**src/rtl/othello_pkg.sv**
```systemverilog
// Shared encodings for the Othello move pipeline: cell values, directions,
// scanner FSM states and board-address steps for an 8x8 row-major board.
package othello_pkg;
  localparam logic [1:0] EMPTY = 2'b00;
  localparam logic [1:0] BLACK = 2'b01;
  localparam logic [1:0] WHITE = 2'b10;

  typedef enum logic [2:0] {
    DIR_N, DIR_NE, DIR_E, DIR_SE, DIR_S, DIR_SW, DIR_W, DIR_NW
  } dir_e;

  typedef enum logic [3:0] {
    IDLE, CHK_A, CHK_R, DIR_INIT, PROBE_A, PROBE_R,
    LOAD, FLIP, WAIT_FLIP, NEXT_DIR, DONE
  } state_e;

  // Five-bit two's-complement address deltas, row*8+col
  localparam logic [4:0] STEP_N  = 5'b11000;
  localparam logic [4:0] STEP_NE = 5'b11001;
  localparam logic [4:0] STEP_E  = 5'b00001;
  localparam logic [4:0] STEP_SE = 5'b01001;
  localparam logic [4:0] STEP_S  = 5'b01000;
  localparam logic [4:0] STEP_SW = 5'b00111;
  localparam logic [4:0] STEP_W  = 5'b11111;
  localparam logic [4:0] STEP_NW = 5'b10111;
endpackage

```
**src/rtl/dir_lut.sv**
```systemverilog
// Direction decode: dir index to flipper address step and signed 2-bit
// row/col deltas (11 = -1, 00 = 0, 01 = +1).
module dir_lut
  import othello_pkg::*;
(
  input  logic [2:0] dir,
  output logic [4:0] step,
  output logic [1:0] drow,
  output logic [1:0] dcol
);
  always_comb begin
    step = STEP_N;
    drow = 2'b11;
    dcol = 2'b00;
    case (dir_e'(dir))
      DIR_N:  begin step = STEP_N;  drow = 2'b11; dcol = 2'b00; end
      DIR_NE: begin step = STEP_NE; drow = 2'b11; dcol = 2'b01; end
      DIR_E:  begin step = STEP_E;  drow = 2'b00; dcol = 2'b01; end
      DIR_SE: begin step = STEP_SE; drow = 2'b01; dcol = 2'b01; end
      DIR_S:  begin step = STEP_S;  drow = 2'b01; dcol = 2'b00; end
      DIR_SW: begin step = STEP_SW; drow = 2'b01; dcol = 2'b11; end
      DIR_W:  begin step = STEP_W;  drow = 2'b00; dcol = 2'b11; end
      DIR_NW: begin step = STEP_NW; drow = 2'b11; dcol = 2'b11; end
    endcase
  end
endmodule

```
**src/rtl/move_scanner.sv**
```systemverilog
// Othello move validator: probes eight directions from the target square and
// dispatches each bracketed run to the flipper. MOVE_SCAN_DRY_RUN_EN skips dispatch.
module move_scanner
  import othello_pkg::*;
#(
  parameter int BOARD_W = 8
)(
  input  logic       clock,
  input  logic       reset,
  input  logic       start,
  input  logic [5:0] move_addr,
  input  logic       player,
  input  logic [1:0] data_in,
  input  logic       flip_done,
  output logic [6:0] addr_out,
  output logic       mem_req,
  output logic [6:0] s_addr_out,
  output logic [4:0] step_o,
  output logic       ld_o,
  output logic       start_flip,
  output logic       busy,
  output logic       done,
  output logic       valid,
  output logic [4:0] flip_count
);
  localparam logic [3:0] LIM = 4'(BOARD_W);

  state_e     state, state_next;
  logic [5:0] move_q;
  logic       player_q;
  logic [2:0] dir, row, col;
  logic [4:0] run, step_q, count_q, lut_step;
  logic [6:0] addr_q;
  logic       valid_q;
  logic [1:0] drow, dcol;
  logic [3:0] nrow, ncol;
  logic       in_bounds, is_own, is_opp, is_empty;

  dir_lut u_lut (.dir(dir), .step(lut_step), .drow(drow), .dcol(dcol));

  // Edge detection uses the tracked row/col, so a -1 or 8 lands at >= LIM
  assign nrow      = {1'b0, row} + {{2{drow[1]}}, drow};
  assign ncol      = {1'b0, col} + {{2{dcol[1]}}, dcol};
  assign in_bounds = (nrow < LIM) && (ncol < LIM);
  assign is_own    = data_in == (player_q ? WHITE : BLACK);
  assign is_opp    = data_in == (player_q ? BLACK : WHITE);
  assign is_empty  = (data_in == EMPTY) || (data_in == 2'b11);

  always_ff @(posedge clock) begin
    if (!reset) state <= IDLE;
    else        state <= state_next;
  end

  always_comb begin
    state_next = state;
    case (state)
      IDLE:      if (start) state_next = CHK_A;
      CHK_A:     state_next = CHK_R;
      CHK_R:     state_next = is_empty ? DIR_INIT : DONE;
      DIR_INIT:  state_next = PROBE_A;
      PROBE_A:   state_next = in_bounds ? PROBE_R : NEXT_DIR;
      PROBE_R: begin
        if (is_opp)                     state_next = PROBE_A;
`ifdef MOVE_SCAN_DRY_RUN_EN
        else                            state_next = NEXT_DIR;
`else
        else if (is_own && run != 5'd0) state_next = LOAD;
        else                            state_next = NEXT_DIR;
`endif
      end
      LOAD:      state_next = FLIP;
      FLIP:      state_next = WAIT_FLIP;
      WAIT_FLIP: if (flip_done) state_next = NEXT_DIR;
      NEXT_DIR:  state_next = (dir == 3'd7) ? DONE : DIR_INIT;
      DONE:      state_next = IDLE;
      default:   state_next = IDLE;
    endcase
  end

  always_ff @(posedge clock) begin
    if (!reset) begin
      move_q   <= '0;
      player_q <= 1'b0;
      dir      <= '0;
      row      <= '0;
      col      <= '0;
      run      <= '0;
      step_q   <= '0;
      count_q  <= '0;
      addr_q   <= '0;
      valid_q  <= 1'b0;
    end else begin
      case (state)
        IDLE: if (start) begin
          move_q   <= move_addr;
          player_q <= player;
          addr_q   <= {1'b0, move_addr};
          valid_q  <= 1'b0;
          count_q  <= '0;
        end
        CHK_R:    dir <= '0;
        DIR_INIT: begin
          row <= move_q[5:3];
          col <= move_q[2:0];
          run <= '0;
        end
        PROBE_A: if (in_bounds) begin
          row    <= nrow[2:0];
          col    <= ncol[2:0];
          addr_q <= {1'b0, nrow[2:0], ncol[2:0]};
        end
        PROBE_R: begin
          if (is_opp) run <= run + 5'd1;
          else if (is_own && run != 5'd0) begin
            step_q <= lut_step;
`ifdef MOVE_SCAN_DRY_RUN_EN
            valid_q <= 1'b1;
            count_q <= count_q + run;
`endif
          end
        end
        FLIP: begin
          valid_q <= 1'b1;
          count_q <= count_q + run;
        end
        NEXT_DIR: dir <= dir + 3'd1;
        default: ;
      endcase
    end
  end

  // Probe address is presented combinationally so data_in lines up with PROBE_R
  assign addr_out   = (state == PROBE_A && in_bounds) ? {1'b0, nrow[2:0], ncol[2:0]} : addr_q;
  assign busy       = state != IDLE;
  assign done       = state == DONE;
  assign mem_req    = busy && state != FLIP && state != WAIT_FLIP;
  assign s_addr_out = {1'b0, move_q};
  assign step_o     = step_q;
  assign valid      = valid_q;
  assign flip_count = count_q;
`ifdef MOVE_SCAN_DRY_RUN_EN
  assign ld_o       = 1'b0;
  assign start_flip = 1'b0;
`else
  assign ld_o       = state == LOAD;
  assign start_flip = state == FLIP;
`endif
endmodule

```
**config.mk**
```make
export PLATFORM = sky130hd
export DESIGN_NAME = move_scanner
export DESIGN_NICKNAME = d
export VERILOG_FILES = /design/src/rtl/othello_pkg.sv /design/src/rtl/dir_lut.sv /design/src/rtl/move_scanner.sv
export SDC_FILE = /design/constraint.sdc
export NUM_CORES = 1
export LEC_CHECK = 0
export CAP_MARGIN = 25
export CELL_PAD_IN_SITES_DETAIL_PLACEMENT = 1
export CELL_PAD_IN_SITES_GLOBAL_PLACEMENT = 2
export CORE_ASPECT_RATIO = 2
export CORE_MARGIN = 2
export CORE_UTILIZATION = 36
export DETAILED_ROUTE_END_ITERATION = 10
export PLACE_DENSITY_LB_ADDON = 0.1
export SLEW_MARGIN = 20
export SYNTH_ARGS = -nofsm -noshare
export SYNTH_HDL_FRONTEND = slang
export SYNTH_SLANG_ARGS = --single-unit
```
**constraint.sdc**
```tcl
create_clock -name clock -period 4.3 [get_ports clock]
set_clock_uncertainty 0.05 [all_clocks]
set_input_delay 0.645 -clock clock [delete_from_list [all_inputs] [get_ports clock]]
set_output_delay 0.645 -clock clock [all_outputs]
set_load 0.05 [all_outputs]
```
### Word-level counts from Yosys, hierarchy flattened

Memory sizes are Yosys's and may differ from the RTL's. A register that Yosys moved wholly into a read port is not among the register bits.
Cells that the tools add are included.

| storage, ports and cells | value |
|---|---|
| flip-flop bits (word level) | 43 |
| bits in read-only memories | 72 |
| input port bits | 13 |
| word-level logic and storage cells | 89 |
| memories | 1 |

| operators by class | value |
|---|---|
| add/subtract/negate cells | 5 |
| order comparisons | 2 |
| eq/ne operators | 20 |
| multiplexer cells | 27 |
| bitwise operators | 1 |
| reduce and logical (&&, ||, !) cells | 22 |

Memories:

| name | depth | bits a word | rd ports | clocked after Yosys merged registers in | write ports | RTL line | text |
|---|---|---|---|---|---|---|---|
| (name not given) | 8 | 9 | 1 | 1 | 0 | dir_lut.sv:15 | `case (dir_e'(dir))` |

Operators with widths:

| operator | number |
|---|---|
| $pmux 4 s10 | 1 |
| $mux 4 | 7 |
| $mux 7 | 3 |
| $pmux 5 s2 | 2 |
| $pmux 3 s2 | 3 |
| $eq 4x3->1 const B | 4 |
| $pmux 7 s2 | 1 |
| $eq 4x4->1 const B | 3 |
| $mux 3 | 4 |
| $mux 5 | 2 |
| $reduce_and 2->1 | 5 |
| $reduce_bool 2->1 | 5 |
| $add 3x4->4 | 2 |
| $eq 4x2->1 const B | 2 |
| $lt 4x4->1 const B | 2 |
| $ne 2x2->1 const B | 4 |
| $reduce_and 3->1 | 2 |
| $add 5x1->5 const B | 1 |
| $add 5x5->5 | 1 |
| $logic_and 1x1->1 | 5 |
| $reduce_bool 5->1 | 1 |
| $eq 2x2->1 | 2 |
| $eq 4x1->1 const B | 1 |
| $logic_not 4->1 | 1 |
| 12 further kinds | 13 |

### Logic depth before layout (Yosys ltp)

Gate-level depths: netlist of run 1.

| depth | value |
|---|---|
| depth after elaboration | 6 |
| gate-level depth with buffers | 8 |
| depth with buffers taken out | 7 |

### Modules after synthesis

A second synthesis of run 1 with hierarchy kept.

| unflattened totals | value |
|---|---|
| cells, all modules | 290 |
| area, all modules | 2478.6 µm² |

Modules (own cells, without submodules):

| module | instances | cells an instance | area each (µm²) | seq. area each (µm²) |
|---|---|---|---|---|
| move_scanner | 1 | 279 | 2407.3 | 840.8 |
| dir_lut | 1 | 11 | 71.3 | 0.0 |

### Worst setup path before layout of run 1

OpenSTA, ideal clock, no wires.

| timing | value |
|---|---|
| path type | reg2out |
| from | reg row[2] |
| to | out addr_out[1] |
| arrival | 1.999 ns |
| required time | 3.605 ns |
| slack | 1.606 ns |
| cell stages (with the launch flop) | 6 |
| path buffers | 0 |
| path through | dfxtp_1 ha_1 a21oi_1 and3_1 o2111ai_4 o21ai_1 |

| on the way | value |
|---|---|
| longest elaborated chain between the ends | 5 |

Ends and longest elaborated chain:

| item | RTL line | text |
|---|---|---|
| start, declared | move_scanner.sv:31 | `logic [2:0] dir, row, col;` |
| start signal, assigned | move_scanner.sv:103 | `row <= move_q[5:3];` |
| start signal, assigned | move_scanner.sv:108 | `row <= nrow[2:0];` |
| $add 3x4->4 | move_scanner.sv:42 | `assign nrow = {1'b0, row} + {{2{drow[1]}}, drow};` |
| $lt 4x4->1 | move_scanner.sv:44 | `assign in_bounds = (nrow < LIM) && (ncol < LIM);` |
| $logic_and 1x1->1 | move_scanner.sv:44 |  |
| $logic_and 1x1->1 | move_scanner.sv:133 | `assign addr_out = (state == PROBE_A && in_bounds) ? {1'b0, nrow[2:0], ncol[2:0]} : addr_q;` |
| $mux 7 | move_scanner.sv:133 |  |
| end, declared | move_scanner.sv:15 | `output logic [6:0] addr_out,` |

No other way between the ends.

### Worst setup path after layout of run 1

| timing | value |
|---|---|
| from | reg state[2] |
| to | out addr_out[4] |

| on the way | value |
|---|---|
| longest elaborated chain between the ends | 3 |

Ends and longest elaborated chain:

| item | RTL line | text |
|---|---|---|
| start, declared | move_scanner.sv:28 | `state_e state, state_next;` |
| start signal, assigned | move_scanner.sv:51 | `else state <= state_next;` |
| $eq 4x3->1 | move_scanner.sv:133 |  |
| $logic_and 1x1->1 | move_scanner.sv:133 |  |
| $mux 7 | move_scanner.sv:133 |  |

No other way between the ends.

==> results of run 1 <==
==> layout by cell type (no fill, tap or decap), types with 2 or more instances in the layout <==
| master | count |
|---|---|
| nand2b_1 | 2 |
| ha_1 | 14 |
| a21o_1 | 5 |
| clkbuf_16 | 5 |
| o211ai_1 | 11 |
| conb_1 | 2 |
| a221oi_1 | 2 |
| nand2_1 | 52 |
| nand3_1 | 9 |
| xor2_1 | 8 |
| o21ai_1 | 10 |
| inv_1 | 11 |
| xnor2_1 | 2 |
| nor3_2 | 2 |
| a21boi_1 | 11 |
| inv_2 | 3 |
| nor2_1 | 10 |
| or3b_4 | 2 |
| nor2_4 | 2 |
| and3_1 | 6 |
| nand3b_1 | 2 |
| mux2i_1 | 19 |
| fa_1 | 3 |
| and2_1 | 7 |
| a21oi_1 | 14 |
| a21oi_2 | 2 |
| clkdlybuf4s50_1 | 40 |
| dfxtp_1 | 47 |
| nor2b_1 | 9 |
| mux2_1 | 4 |
| o211a_1 | 4 |
==> worst register-to-register path: stages (launching register included) <==
cell and delay (ps):
dfxtp_1 670, and3_1 760, o2111ai_4 380, nand2_2 290, mux2i_1 210
==> Yosys cell counts, types with 5 or more instances <==
master,number,share of area (%)
and2_1,7,1.6
ha_1,14,6.2
xor2_1,8,2.5
nor2_1,10,1.3
a21o_1,5,1.3
o21ai_1,10,1.8
a21boi_1,11,2.9
nor2b_1,9,2.0
nand2_1,52,6.9
mux2i_1,19,6.7
and3_1,6,1.3
clkbuf_1,7,0.93
nand3_1,9,1.6
a21oi_1,14,2.5
dfxtp_1,47,33
inv_1,11,1.5
o211ai_1,11,2.9
==> per-layer routing <==
layer  GRT usage, %  routed length, um  vias to the layer above
li1               -                  -                     1143
met4           6.12                114                        0
met1           19.6               2900                     1127
met3           3.56                208                        7
met5              0                  0                        -
met2           38.1               4430                       33
==> registers in the layout, summed over array words and instances, names as in the netlist, 3 cells and up <==
signal	count
row	3
col	3
dir	3
move_q	6
flip_count	5
step_o	4
u_lut.step	3
state	4
addr_q	6
run	5
==> power groups by stage <==
stage | Sequential, mW | Clock (mW) | Combinational, mW
2_1_floorplan | 0.498 | 0 | 0.199
3_3_place_gp | 0.494 | 0 | 0.282
3_5_place_dp | 0.495 | 0 | 0.282
4_1_cts | 0.485 | 0.481 | 0.284
5_1_grt | 0.489 | 0.501 | 0.301
6_report | 0.485 | 0.465 | 0.280
==> how the worst max path moves through the flow <==
stage,cells after the start,startpoint,slack (ps),end
2_1_floorplan,5,row[2]$_SDFFE_PN0P_,1610,addr_out[1]
3_3_place_gp,4,state[2]$_SDFFE_PN0P_,760,addr_out[1]
3_5_place_dp,4,state[2]$_SDFFE_PN0P_,740,addr_out[1]
4_1_cts,4,state[2]$_SDFFE_PN0P_,410,addr_out[1]
5_1_grt,4,state[2]$_SDFFE_PN0P_,150,addr_out[4]
6_report,4,state[2]$_SDFFE_PN0P_,460,addr_out[4]
==> area by class of cell <==
class | count | area (um^2) | share of cell area [%]
multi-input combinational | 235 | 1720 | 50.4
sequential | 47 | 941 | 27.6
timing repair buffer | 41 | 408 | 12.0
clock buffer | 6 | 139 | 4.07
tap | 94 | 118 | 3.45
inverter | 14 | 52.6 | 1.54
clock inverter | 2 | 35.0 | 1.03
==> cells by family after synthesis <==
| group | count (synthesis) | share of synthesized area [%] |
|---|---|---|
| adder cells (fa/ha/maj) | 17 | 8.33 |
| other | 1 | 0.133 |
| multiplexers | 23 | 8.33 |
| AND/OR/NAND/NOR | 114 | 22.4 |
| AO/OA/AOI/OAI | 69 | 18.4 |
| buffers and inverters | 32 | 5.90 |
| XOR/XNOR | 10 | 3.10 |
| flip-flops | 47 | 33.3 |
==> through the flow <==
step           total power, mW  instances  utilization [%]
6_report                  1.23        439             44.9
5_1_grt                   1.29        439             44.9
4_1_cts                   1.25        439             44.9
3_5_place_dp             0.777        431             42.6
3_3_place_gp             0.776        431             42.6
2_1_floorplan            0.696        314                -
==> metrics, run 1 <==
cts bufs inserted 5; flop and latch count out of synthesis 47; first-pass GRT wire length 12200 um; Final Setup Violations 0; CP required 3610 ps; Achievable Freq 0.260 GHz; antenna violations before repair 0; Critical Path End Type output pin; Synth async-reset ratio 0%; fill count 903; hold path start addr_q[4]$_SDFFE_PN0P_; worst reg2reg startpoint state[2]$_SDFFE_PN0P_; Clock Sinks 47; VDD IR-drop max 0.209 mV; Synthesis Warnings 0; Min-Delay Endpoint addr_q[4]$_SDFFE_PN0P_; area grow syn2layout 20.9%; Worst path max stage delay 820 ps; Slew Limit Headroom 48.8%; worst skew pair latency 290 ps; clock tree buffer depth 2; initial DRC count 50; gp weighted congestion 0.817; ys flop type dfxtp_1; num rows 45; share of the yosys chip area belonging to registers 33.3%; Clk Tree Root Cell clkbuf_16; slowest CP cell clkdlybuf4s50_1; pin count of the biggest net entering global routing 41; Crit Path Category reg -> out; per-cell routed wire length 17.4 um; Vias 2310; Int Pwr 847 uW; all-layer global routing usage 19.3%; share of cells above drive strength 1 8.70%; total I/O pin count 43; P_leak 1.38 nW; max_cap viols 0; CTS tree built; Worst Path Buf+Inv 1; Top delay family on crit path buffers and inverters; Critical Path Source Type register; PwrDens 360 nW/um^2; part of the power in the clock network 37.8%; reg2reg path depth 4; Inserted Diodes 0; post-synth cell types 54; antenna-violating nets left 0; Worst-Margin Slew 767 ps; H-tree levels 2; die area 8610 um^2; Nets 374; number of flops mapped to enable cells by yosys 0; GR Overflow Total 0; CP Max Fanout 17; vias in the first global route 2381; Die X 66.6 um; half-perimeter wire length after placement 5910 um; Switching Fraction 31.1%; Reg-to-Reg End col[1]$_SDFFE_PN0P_; initial core utilization 37.1%; worst path arrival time 3150 ps; Core ar. 7600 um^2; worst setup margin 457 ps; Tmin final 3840 ps; Sw Pwr 383 uW; final instance area 3410 um^2; Flop pwr share 39.4%; synthesized area 2820 um^2; Avg Vias per Cell 5.26; worst min path class reg -> reg; Syn Area/Cell 9.02 um^2; TritonRoute pass-1 iters 4; chip height 129 um; post_cts resized 0; Slew Viols, Final 0; status completed; CTS Hold Bufs 0; DP Area 3240 um^2; crit path cell chain and3_1 > o2111ai_4 > o21ai_1 > clkdlybuf4s50_1; setup repair bufs after CTS 0; fin crit share 89.4%; Final Hold Vio Count 0; Place WS 740 ps; r2r setup slk 1880 ps; Min Hold Slack 419 ps; RSZ-0062 raised after global routing false; setup tns final 0 ps; Gate power share 22.7%; clock slew at reported path FFs 70 ps; Mapped Cells 313; number of cells on the worst hold path 2; drt total wl 7650 um; I/O Buffers 40; drt drc 0
Note: power is estimated with default switching activity, not from simulation.
==> run 2: changes to the inputs <==
Settings changed: SETUP_SLACK_MARGIN set to 0.4.
==> run 2 against run 1 <==
Sequential share of layout area about the same. Setup slack better by 280 ps. Power hardly changed. Maximum frequency rose by 7.8%. Register-to-register slack better by 300 ps. Critical endpoint is now addr_out[2].
==> metrics, run 2 (same netlist as run 1, synthesis figures left out) <==
status completed; Achievable Freq 0.280 GHz (+7.8%); CP endpoint addr_out[2]; CP required 3610 ps (about the same); Inserted Diodes 0 (unchanged); Core ar. 7600 um^2 (unchanged); die area 8610 um^2 (unchanged); worst min path class reg -> reg; all-layer global routing usage 19.3% (unchanged); fill count 902 (-0.11%); post_cts resized 0 (unchanged); initial DRC count 46 (-8.0%); drt total wl 7650 um (about the same); per-cell routed wire length 17.4 um (about the same); Avg Vias per Cell 5.25 (-0.17%); initial core utilization 37.1% (unchanged); antenna violations before repair 0 (unchanged); Worst path max stage delay 800 ps (-20 ps); I/O Buffers 40 (unchanged); most frequent cells in the layout 52 x nand2_1, 47 x dfxtp_1, 40 x clkdlybuf4s50_1; Clock Sinks 47 (unchanged); fin crit share 82.9% (-6.5 points); CTS Hold Bufs 0 (unchanged); Crit Path Category reg -> out; P_leak 1.38 nW (about the same); TritonRoute pass-1 iters 4 (unchanged); gp weighted congestion 0.817 (unchanged); clock slew at reported path FFs 70 ps (about the same); Final Setup Violations 0 (unchanged); VDD IR-drop max 0.209 mV (about the same); worst skew pair latency 290 ps (about the same); Largest regs addr_q: 6 flops, move_q: 6 flops; number of cells on the worst hold path 2 (unchanged); CTS tree built; Nets 374 (unchanged); chip height 129 um (unchanged); worst reg2reg startpoint state[2]$_SDFFE_PN0P_; Worst-Margin Slew 716 ps (-51.0 ps); half-perimeter wire length after placement 5910 um (unchanged); setup repair bufs after CTS 0 (unchanged); Min Hold Slack 419 ps (+0.00100 ps); worst setup path startpoint state[2]$_SDFFE_PN0P_; Critical Path Source Type register; antenna-violating nets left 0 (unchanged); slowest CP cell clkdlybuf4s50_1; Worst path depth 5 (+1); max_cap viols 0 (unchanged); commonest non-fill, non-tap cell in the layout nand2_1; cts bufs inserted 5 (unchanged); crit path cell chain and3_2 > o2111a_2 > nand2_1 > nand2_1 > clkdlybuf4s50_1; total I/O pin count 43 (unchanged); Tmin final 3570 ps (-277 ps); Reg-to-Reg End col[1]$_SDFFE_PN0P_; Top delay family on crit path buffers and inverters; H-tree levels 2 (unchanged); PwrDens 360 nW/um^2 (about the same); num rows 45 (unchanged); Die X 66.6 um (unchanged); Vias 2306 (-0.17%); pin count of the biggest net entering global routing 41 (unchanged); Clk Tree Root Cell clkbuf_16; Slew Limit Headroom 52.1% (+3.3 points); r2r setup slk 2180 ps (+300 ps); vias in the first global route 2381 (unchanged); drt drc 0 (unchanged); first-pass GRT wire length 12200 um (unchanged); GR Overflow Total 0 (unchanged); setup tns final 0 ps (unchanged); Critical Path End Type output pin; area grow syn2layout 20.9% (about the same); Worst Path Buf+Inv 1 (unchanged); worst path arrival time 2870 ps (-280 ps); Slew Viols, Final 0 (unchanged); reg2reg path depth 4 (unchanged); clock tree buffer depth 2 (unchanged); Final Hold Vio Count 0 (unchanged); most used cell, CP nand2_1; CP Max Fanout 17 (unchanged); share of cells above drive strength 1 8.99% (+0.29 points); RSZ-0062 raised after global routing false
[run 2: report_power, final]
part           internal [mW]  switching (mW)
registers              0.457          0.0280
clock network          0.290           0.176
logic                  0.101           0.179
total                  0.847           0.383
[run 2: through the flow]
step	power, mW	cell area (um^2)	instances	worst slack, ps	util, %
6_report	1.23	3410	439	734	44.9
3_5_place_dp	0.777	3240	431	740	42.6
2_1_floorplan	0.696	2830	314	1610	-
5_1_grt	1.29	3410	439	500	44.9
4_1_cts	1.25	3410	439	408	44.9
3_3_place_gp	0.776	3240	431	760	42.6
[run 2: worst min-delay path by stage]
stage                                      start                      to  slack [ps]
after floorplan           addr_q[0]$_SDFFE_PN0P_  addr_q[0]$_SDFFE_PN0P_         390
after global placement    addr_q[1]$_SDFFE_PN0P_  addr_q[1]$_SDFFE_PN0P_         400
after detailed placement  addr_q[2]$_SDFFE_PN0P_  addr_q[2]$_SDFFE_PN0P_         410
after CTS                 addr_q[4]$_SDFFE_PN0P_  addr_q[4]$_SDFFE_PN0P_         420
after global routing      addr_q[2]$_SDFFE_PN0P_  addr_q[2]$_SDFFE_PN0P_         430
final                     addr_q[4]$_SDFFE_PN0P_  addr_q[4]$_SDFFE_PN0P_         420
[run 2: final cells by class]
type | instances | area [um^2] | area share (%)
Sequential cell | 47 | 941 | 27.6
Tap cell | 94 | 118 | 3.45
Clock buffer | 6 | 139 | 4.07
Clock inverter | 2 | 35.0 | 1.03
Multi-Input combinational cell | 235 | 1720 | 50.4
Timing Repair Buffer | 41 | 408 | 12.0
Inverter | 14 | 52.6 | 1.54
[run 2: worst reg2reg max path, stage by stage (launching register included)]
cell	delay, ps
dfxtp_1	680
and3_2	560
o2111ai_4	300
nand2_2	270
mux2i_1	200
[run 2: layer usage]
metal | vias up | routed length, um | global-route usage [%]
li1 | 1145 | - | -
met1 | 1123 | 2900 | 19.6
met2 | 31 | 4420 | 38.1
met3 | 7 | 213 | 3.56
met4 | 0 | 114 | 6.12
met5 | - | 0 | 0
